## config.mk

```make
export PLATFORM = sky130hd
export DESIGN_NAME = turn_sequencer_flat
export DESIGN_NICKNAME = d
export VERILOG_FILES = /design/src/rtl/turn_sequencer_if.sv /design/src/rtl/turn_sequencer.sv /design/src/flat_wrapper.sv
export SDC_FILE = /design/constraint.sdc
export NUM_CORES = 1
export LEC_CHECK = 0
export CAP_MARGIN = 10
export CORE_ASPECT_RATIO = 0.6
export CORE_MARGIN = 8
export CORE_UTILIZATION = 40
export DETAILED_ROUTE_END_ITERATION = 6
export PLACE_DENSITY = 0.6
export SYNTH_ARGS = -nofsm -noshare
export SYNTH_HDL_FRONTEND = slang
export SYNTH_SLANG_ARGS = --single-unit
```

## constraint.sdc

```tcl
create_clock -name clk -period 4.4 [get_ports clk]
set_input_delay 0.44 -clock clk [delete_from_list [all_inputs] [get_ports clk]]
set_output_delay 0.44 -clock clk [all_outputs]
set_load 0.005 [all_outputs]
```

## src/rtl/turn_sequencer_if.sv

```systemverilog
// turn_sequencer_if: bundles the game-flow controller's control and status signals.
//   master modport : drives start, N, flip_req, go and W (board / data path side);
//                    observes the strobes and status outputs.
//   slave modport  : the turn_sequencer itself.
interface turn_sequencer_if #(
  parameter int unsigned STREAK_W = 4
);
  logic                start;
  logic [1:0]          N;
  logic                flip_req;
  logic                go;
  logic                W;
  logic                A;
  logic                B;
  logic                statecombo_next_turn;
  logic [1:0]          cur_player;
  logic [1:0]          N_lat;
  logic [STREAK_W-1:0] streak;
  logic                timeout_pulse;
  logic                game_over;
  logic [1:0]          winner;
  logic [2:0]          state_dbg;

  modport master (
    output start, N, flip_req, go, W,
    input  A, B, statecombo_next_turn, cur_player, N_lat, streak,
           timeout_pulse, game_over, winner, state_dbg
  );

  modport slave (
    input  start, N, flip_req, go, W,
    output A, B, statecombo_next_turn, cur_player, N_lat, streak,
           timeout_pulse, game_over, winner, state_dbg
  );
endinterface

```

## src/rtl/turn_sequencer.sv

```systemverilog
// turn_sequencer: game-flow controller for the chicken-tile data path.
// Turns flip presses into compare (A) / move (B) strobes and turn-advance pulses,
// tracks the current player, forfeits idle turns after TIMEOUT_CYCLES and reports
// game-over and the winner.
// Ports:
//   clk  : system clock
//   rst  : asynchronous active-low reset
//   sif  : turn_sequencer_if.slave (start, N, flip_req, go, W in;
//          A, B, statecombo_next_turn, cur_player, N_lat, streak, timeout_pulse,
//          game_over, winner, state_dbg out)
//
// state      | meaning
// IDLE  (0)  | waiting for start, N captured on start
// WAIT  (1)  | waiting for a flip, turn timer running
// CMP   (2)  | A strobe high
// CMP_W (3)  | sample go from the data path
// MOVE  (4)  | B strobe high
// CHK   (5)  | sample W from the data path
// NXT   (6)  | turn-advance pulse, next player selected
// WIN   (7)  | game over, waiting for start to acknowledge
module turn_sequencer #(
  parameter int unsigned TIMEOUT_CYCLES = 300_000_000,
  parameter int unsigned TMR_W          = 29,
  parameter int unsigned STREAK_W       = 4
) (
  input logic              clk,
  input logic              rst,
  turn_sequencer_if.slave  sif
);

  typedef enum logic [2:0] {
    S_IDLE  = 3'd0,
    S_WAIT  = 3'd1,
    S_CMP   = 3'd2,
    S_CMP_W = 3'd3,
    S_MOVE  = 3'd4,
    S_CHK   = 3'd5,
    S_NXT   = 3'd6,
    S_WIN   = 3'd7
  } state_t;

  localparam logic [TMR_W-1:0]    TMR_LAST   = TMR_W'(TIMEOUT_CYCLES - 1);
  localparam logic [STREAK_W-1:0] STREAK_MAX = {STREAK_W{1'b1}};

  state_t              state_q, state_d;
  logic                flip_q;
  logic [TMR_W-1:0]    timer_q, timer_d;
  logic [1:0]          cur_player_q, cur_player_d;
  logic [1:0]          n_lat_q, n_lat_d;
  logic [STREAK_W-1:0] streak_q, streak_d;
  logic [1:0]          winner_q, winner_d;
  logic                a_q, a_d;
  logic                b_q, b_d;
  logic                nxt_q, nxt_d;
  logic                timeout_q, timeout_d;
  logic                game_over_q, game_over_d;
  logic                flip_edge;

  // flip_q follows the button every cycle, so a held button never re-triggers
  // even if its edge was discarded outside WAIT.
  assign flip_edge = sif.flip_req & ~flip_q;

  always_ff @(posedge clk or negedge rst) begin
    if (!rst) begin
      state_q      <= S_IDLE;
      flip_q       <= 1'b0;
      timer_q      <= '0;
      cur_player_q <= '0;
      n_lat_q      <= '0;
      streak_q     <= '0;
      winner_q     <= '0;
      a_q          <= 1'b0;
      b_q          <= 1'b0;
      nxt_q        <= 1'b0;
      timeout_q    <= 1'b0;
      game_over_q  <= 1'b0;
    end else begin
      state_q      <= state_d;
      flip_q       <= sif.flip_req;
      timer_q      <= timer_d;
      cur_player_q <= cur_player_d;
      n_lat_q      <= n_lat_d;
      streak_q     <= streak_d;
      winner_q     <= winner_d;
      a_q          <= a_d;
      b_q          <= b_d;
      nxt_q        <= nxt_d;
      timeout_q    <= timeout_d;
      game_over_q  <= game_over_d;
    end
  end

  always_comb begin
    state_d      = state_q;
    timer_d      = timer_q;
    cur_player_d = cur_player_q;
    n_lat_d      = n_lat_q;
    streak_d     = streak_q;
    winner_d     = winner_q;
    timeout_d    = 1'b0;

    case (state_q)
      S_IDLE: begin
        if (sif.start) begin
          n_lat_d      = sif.N;
          cur_player_d = '0;
          streak_d     = '0;
          timer_d      = '0;
          state_d      = S_WAIT;
        end
      end
      S_WAIT: begin
        timer_d = timer_q + 1'b1;
        // A flip in the final timer cycle still counts as a flip.
        if (flip_edge) begin
          timer_d = '0;
          state_d = S_CMP;
        end else if (timer_q == TMR_LAST) begin
          timer_d   = '0;
          timeout_d = 1'b1;
          state_d   = S_NXT;
        end
      end
      S_CMP: state_d = S_CMP_W;
      S_CMP_W: begin
        if (sif.go) begin
          if (streak_q != STREAK_MAX) streak_d = streak_q + 1'b1;
          state_d = S_MOVE;
        end else begin
          state_d = S_NXT;
        end
      end
      S_MOVE: state_d = S_CHK;
      S_CHK: begin
        if (sif.W) begin
          winner_d = cur_player_q;
          state_d  = S_WIN;
        end else begin
          timer_d = '0;
          state_d = S_WAIT;
        end
      end
      S_NXT: begin
        cur_player_d = (cur_player_q == n_lat_q) ? 2'd0 : cur_player_q + 2'd1;
        streak_d     = '0;
        timer_d      = '0;
        state_d      = S_WAIT;
      end
      S_WIN: begin
        if (sif.start) begin
          winner_d = '0;
          state_d  = S_IDLE;
        end
      end
      default: state_d = S_IDLE;
    endcase

    // Strobes are registered decodes of the next state: clean single-cycle pulses
    // that are mutually exclusive because the states are.
    a_d         = (state_d == S_CMP);
    b_d         = (state_d == S_MOVE);
    nxt_d       = (state_d == S_NXT);
    game_over_d = (state_d == S_WIN);
  end

  assign sif.A                    = a_q;
  assign sif.B                    = b_q;
  assign sif.statecombo_next_turn = nxt_q;
  assign sif.cur_player           = cur_player_q;
  assign sif.N_lat                = n_lat_q;
  assign sif.streak               = streak_q;
  assign sif.timeout_pulse        = timeout_q;
  assign sif.game_over            = game_over_q;
  assign sif.winner               = winner_q;
  assign sif.state_dbg            = state_q;

endmodule
```

## src/flat_wrapper.sv

```systemverilog
// flat-port wrapper written by rule: the top's interface ports become plain ports
module turn_sequencer_flat 
#(
  parameter int unsigned TIMEOUT_CYCLES = 300_000_000,
  parameter int unsigned TMR_W          = 29,
  parameter int unsigned STREAK_W       = 4
)
  (clk, rst, sif_start, sif_N, sif_flip_req, sif_go, sif_W, sif_A, sif_B, sif_statecombo_next_turn, sif_cur_player, sif_N_lat, sif_streak, sif_timeout_pulse, sif_game_over, sif_winner, sif_state_dbg);
  turn_sequencer_if #(.STREAK_W(STREAK_W)) sif_i ();
  input logic clk;
  input logic rst;
  input wire logic [$bits(sif_i.start)-1:0] sif_start;
  input wire logic [$bits(sif_i.N)-1:0] sif_N;
  input wire logic [$bits(sif_i.flip_req)-1:0] sif_flip_req;
  input wire logic [$bits(sif_i.go)-1:0] sif_go;
  input wire logic [$bits(sif_i.W)-1:0] sif_W;
  output wire logic [$bits(sif_i.A)-1:0] sif_A;
  output wire logic [$bits(sif_i.B)-1:0] sif_B;
  output wire logic [$bits(sif_i.statecombo_next_turn)-1:0] sif_statecombo_next_turn;
  output wire logic [$bits(sif_i.cur_player)-1:0] sif_cur_player;
  output wire logic [$bits(sif_i.N_lat)-1:0] sif_N_lat;
  output wire logic [$bits(sif_i.streak)-1:0] sif_streak;
  output wire logic [$bits(sif_i.timeout_pulse)-1:0] sif_timeout_pulse;
  output wire logic [$bits(sif_i.game_over)-1:0] sif_game_over;
  output wire logic [$bits(sif_i.winner)-1:0] sif_winner;
  output wire logic [$bits(sif_i.state_dbg)-1:0] sif_state_dbg;
  assign sif_i.start = sif_start;
  assign sif_i.N = sif_N;
  assign sif_i.flip_req = sif_flip_req;
  assign sif_i.go = sif_go;
  assign sif_i.W = sif_W;
  assign sif_A = sif_i.A;
  assign sif_B = sif_i.B;
  assign sif_statecombo_next_turn = sif_i.statecombo_next_turn;
  assign sif_cur_player = sif_i.cur_player;
  assign sif_N_lat = sif_i.N_lat;
  assign sif_streak = sif_i.streak;
  assign sif_timeout_pulse = sif_i.timeout_pulse;
  assign sif_game_over = sif_i.game_over;
  assign sif_winner = sif_i.winner;
  assign sif_state_dbg = sif_i.state_dbg;
  turn_sequencer #(.TIMEOUT_CYCLES(TIMEOUT_CYCLES), .TMR_W(TMR_W), .STREAK_W(STREAK_W)) u_core (.clk(clk), .rst(rst), .sif(sif_i));
endmodule
```

-- Word-level counts from Yosys, hierarchy flattened
Cells that the tools add are included.
- input port bits: 8
- flip-flop bits (word level): 48
- output and inout bits: 18
- word-level logic and storage cells: 71
- add/sub/neg operators: 3
- bitwise operators: 2
- mux-type cells: 24
- equality and inequality tests: 20
- reductions and logical operators: 10
- operators with widths (cell ; count):
    29-bit two-way mux ; 4
    29-bit case mux with 4 select lines ; 1
    29-bit by 1-bit adder with 29-bit output (second input constant) ; 1
    29-bit equality test (second input constant) ; 1
    3-bit case mux with 8 select lines ; 1
    3-bit equality test (second input constant) ; 7
    3-bit two-way mux ; 5
    4-bit two-way mux ; 3
    4-bit case mux with 3 select lines ; 1
    2-bit inequality test (second input constant) ; 5
    3-bit by 2-bit equality test with 1-bit output (second input constant) ; 3
    2-bit two-way mux ; 4
    2-bit case mux with 2 select lines ; 2
    3-bit AND reduction ; 2
    4-bit by 1-bit adder with 4-bit output (second input constant) ; 1
    4-bit inequality test (second input constant) ; 1
    2-bit AND reduction ; 2
    4-bit AND reduction ; 1
    2-bit nonzero test ; 2
    4-bit nonzero test ; 1
    3-bit by 1-bit equality test with 1-bit output (second input constant) ; 1
    3-bit zero test ; 1
    1-bit two-way mux ; 3
    3-bit nonzero test ; 1
    other kinds (5) ; 5

-- Depth between registers and ports, before layout
- depth after elaboration: 5
- mapped depth: 8
- gate-level depth less buffers: 7

-- Worst setup path after synthesis
No wires, ideal clock.
- path type: reg2reg
- start: register u_core.state_q[0] (netlist: u_core.sif.state_dbg[0])
- end: register u_core.timer_q[9]
- path slack: 2516 ps
- arrival: 1761 ps
- clock period less this slack: 1884 ps
- stages on the path, launching flop included: 9
- required time: 4276 ps
- cell sequence: dfrtp_1 -> buf_6 -> or2_2 -> a211oi_2 -> buf_6 -> nor2_1 -> nand4_1 -> xor2_1 -> nor2_1
- cells in the longest elaborated chain, start to end: 3
- elaborated cells on any way between the ends: 9
- those cells by class: eq/ne: 5; mux: 1; reduce/logical: 3
- ends and longest elaborated chain (item ; line ; source):
    from (decl) ; turn_sequencer.sv:45 ; state_t state_q, state_d;
    from (signal assigned) ; turn_sequencer.sv:78 ; state_q <= state_d;
    3-bit equality test (tied with other cells) ; turn_sequencer.sv:102 ; case (state_q)
    4-bit nonzero test (no source line) / 2-bit inequality test (equally long branches) ; -- ;
    3-bit AND reduction (no source line) ; -- ;
    to (signal assigned) ; turn_sequencer.sv:80 ; timer_q <= timer_d;
    to (decl) ; turn_sequencer.sv:47 ; logic [TMR_W-1:0] timer_q, timer_d;
Parallel ways exist; a longest one is shown, timed or not.
A chain may end at the register's enable or synchronous reset.

-- Final worst setup path
Ends and elaborated chain as after synthesis.

==> results.txt <==
* Normalized max-slew margin: 34.2%
- DIE AREA: 0.00913 mm^2
* Detailed router's first-iteration violation count: 134
- Summed over all layers, the routed wires come to 5520 um.
- The worst-case IR drop observed on VDD is 0.000261 V.
- Half-perimeter wire length after placement: 3930 um
* I/O pin cnt: 26
- The core region is 0.00608 mm^2.
* Final estimated routing congestion in global placement: 0.786
- Mapped Area: 0.00250 mm^2
- Counting cells, the worst reg-to-reg path comes to 6.
- After clock tree synthesis, the clock-pin slew on the worst setup and hold paths is 0.09 ns.
- # Post-CTS Setup Buffers: 0
- Final net count: 296
- Dividing the final minimum period by the clock period gives 60.6%.
- Setup repair after global routing left no endpoint under its margin.
- PD cells: 476 mW/mm^2
* Post-cts sizing count: 0
- Commonest cells post-synth: 48 x dfrtp_1, 32 x nand2_1, 30 x nor2_1
- In this run, synthesis produced a sequential element count of 48.
- Of all cell types, the one taking the most synthesized area is dfrtp_1.
- Before CTS, the worst setup slack after placement is 1.47 ns.
* Sequential element share of the synthesized area: 48.0%
- Crit end category: flop
- Arrival time reported for the critical path endpoint: 2.84 ns
* Count of hold-fix buffers inserted at cts: 0
* Critical path type: reg -> reg
- Averaged over all synthesized cells, the footprint is 9.63 um^2.
- Global-route wire length before repair: 9420 um
- The pre-antenna-repair detailed-routing pass consisted of 4 iterations.
- End of the worst register-to-register path: u_core.timer_q[9]
- In this run the biggest area consumer among cell types represents 48.0% of the synthesized area.
- In this run the core area contains 22 standard-cell rows.
* Post-synth net total: 270
- The number of antenna diodes in the final layout is 0.
* Reg-to-reg slack, setup: 1.74 ns
* Startpoint type of the worst setup path: flop
* Number of different library cells in the post-synthesis netlist: 48
- Summed over all failing endpoints, the final setup total negative slack is 0 ns.
- Latest clock arrival within the worst-skew pair: 0.30 ns
- The analysis attributes to cell leakage a power of 1.26 nW.
* Clock Tree Buf Depth: 2
- Count of buffers from port buffering: 25
* Required arrival time at the worst endpoint: 4.58 ns
* Count of non-filler cells in the finished layout: 371
* Number of antenna violations at the first check in global routing: 0
* Layout overhead on the synthesized area: 16.9%
- Starting Density: 41.2%
- Die X: 118 um
- On the final layout, the worst clock skew is 0.00693 ns.
* Global route total overflow: 0
- Total of endpoints with negative setup slack in the final report: 0
- The via count of the first global-routing pass is 1,823.
- Average wire per standard cell: 14.9 um
- Placed Instances: 363
- Most instantiated library cell after synthesis: dfrtp_1
- Number of clock buffers inserted by TritonCTS: 5
- In the synthesized netlist the async set-or-reset flop fraction comes to 100%.
- For the pin with the worst max-slew slack, the measured transition is 0.985 ns.
- The routed layout has 1,910 vias.
- By area the synthesized netlist is led by dfrtp_1 48%, xor2_1 5.6%, nand2_1 4.8%, nor2_1 4.5%, nand3_1 4.0%.
* Count of mapped cells out of synthesis: 260
* Fraction of layout instances using a drive strength above 1: 8.36%
- The path class of the tightest hold or removal check is in -> async.
* Global-route usage over all layers: 12.6%
* Die Height: 77.3 um
- Setup ws final: 1.74 ns
- Post-synth EDFFs: 0
- The count of final hold-check violations was 0.
* Number of vias per cell: 5.15
* CTS H-tree lvls: 2
* Source of the worst register-to-register timing path: u_core.sif.state_dbg[0]
- The run finished with clean final reports.
- Once layout is complete, the utilization of the core stands at 48.1%.
* Clock sink total: 48
- The detail route stage leaves a number of antenna-violating nets equal to 0.
* Yosys warns: 0
- After detailed routing, the number of remaining DRC violations is 0.
* Maximum net fanout on the critical path: 18
- Root cell of the clock tree: clkbuf_8
- Largest net degree at the start of global routing: 49
* Top FF cell, synth: dfrtp_1
- Based on the critical path, the design can be clocked at up to 0.375 GHz.
- The smallest clock period supported by the final layout is computed as 2.66 ns.
- CTS tree: built
- Across the run, the number of max-cap violations was 0.
* Final Max Tran Viols: 0
## layout by cell type (no fill, tap or decap), drive strengths merged, types with 3 or more instances in the layout
cell type      netlist  final
a21oi                6      6
a2bb2oi              3      3
a31oi                4      4
and3                 4      4
and4                 5      5
clkbuf               2      5
clkdlybuf4s50        0     24
dfrtp               48     48
inv                  7      7
nand2               32     32
nand3               20     20
nand4                6      6
nor2                31     31
nor2b                7      7
nor3                 7      7
nor4b                3      3
o21ai               20     20
xnor2                4      4
xor2                16     16
## through the flow
stage / instance area, um^2 / hold WS, ns / total power, W
5_1_grt: 2930 / 0.271 / 0.00149
6_report: 2930 / 0.229 / 0.00139
2_1_floorplan: 2500 / 0.144 / 0.000909
3_5_place_dp: 2820 / 0.485 / 0.00108
4_1_cts: 2930 / 0.251 / 0.00140
3_3_place_gp: 2820 / 0.468 / 0.00108
## final cells by class
| class | count | area (um^2) |
|---|---|---|
| clock buffers | 5 | 68.8 |
| clock inverters | 3 | 42.5 |
| fillers | 564 | 3160 |
| inverters | 7 | 26.3 |
| multi-input cells | 198 | 1230 |
| flip-flops and latches | 48 | 1200 |
| well taps | 84 | 105 |
| repair buffers | 26 | 253 |
## registers in the layout, summed over array words and instances (netlist names)
register,flops
u_core.flip_q,1
u_core.sif.A,1
u_core.sif.statecombo_next_turn,1
u_core.sif.N_lat,2
u_core.sif.state_dbg,3
u_core.sif.game_over,1
u_core.timer_q,29
u_core.sif.cur_player,2
u_core.sif.streak,4
u_core.sif.timeout_pulse,1
u_core.sif.winner,2
u_core.sif.B,1
## cell families after synthesis
group                      synth area share, %
buffers and inverters                     2.90
xor gates and xnor gates                  6.99
DFF                                       48.0
adders and majority gates                0.999
and+or+nand+nor                           27.6
muxes                                     1.70
AOI/OAI and AO/OA                         11.8
## power breakdown
part           leakage (nW)  switching (W)  internal, W
Sequential            0.649      0.0000974     0.000497
Clock                0.0541       0.000153     0.000168
Combinational         0.557       0.000274     0.000205
## layer usage
layer,wire length [um],share of wire [%],global-route usage (%)
met4,57,1.0,4.19
met2,2140,39,15.9
met3,265,4.8,3.29
met1,3070,55,19.4
met5,0,0,0
## worst max path at each step
stage	end	cells past startpoint	from
global route	u_core.timer_q[13]	6	u_core.sif.state_dbg[0]
global placement	u_core.timer_q[9]	7	sif_start
finish	u_core.timer_q[9]	6	u_core.sif.state_dbg[0]
detailed placement	u_core.timer_q[9]	7	sif_start
floorplan	u_core.timer_q[9]	8	u_core.sif.state_dbg[0]
CTS	u_core.timer_q[9]	6	u_core.sif.state_dbg[0]
## worst max-delay path, cell delays in order (launching register included)
cell and delay [ns]:
dfrtp_1 0.60, or2_2 0.42, a211oi_2 0.84, nor2_1 0.28, nand4_1 0.19, xor2_1 0.15, nor2_1 0.05
(Power assumes the default switching activity.)
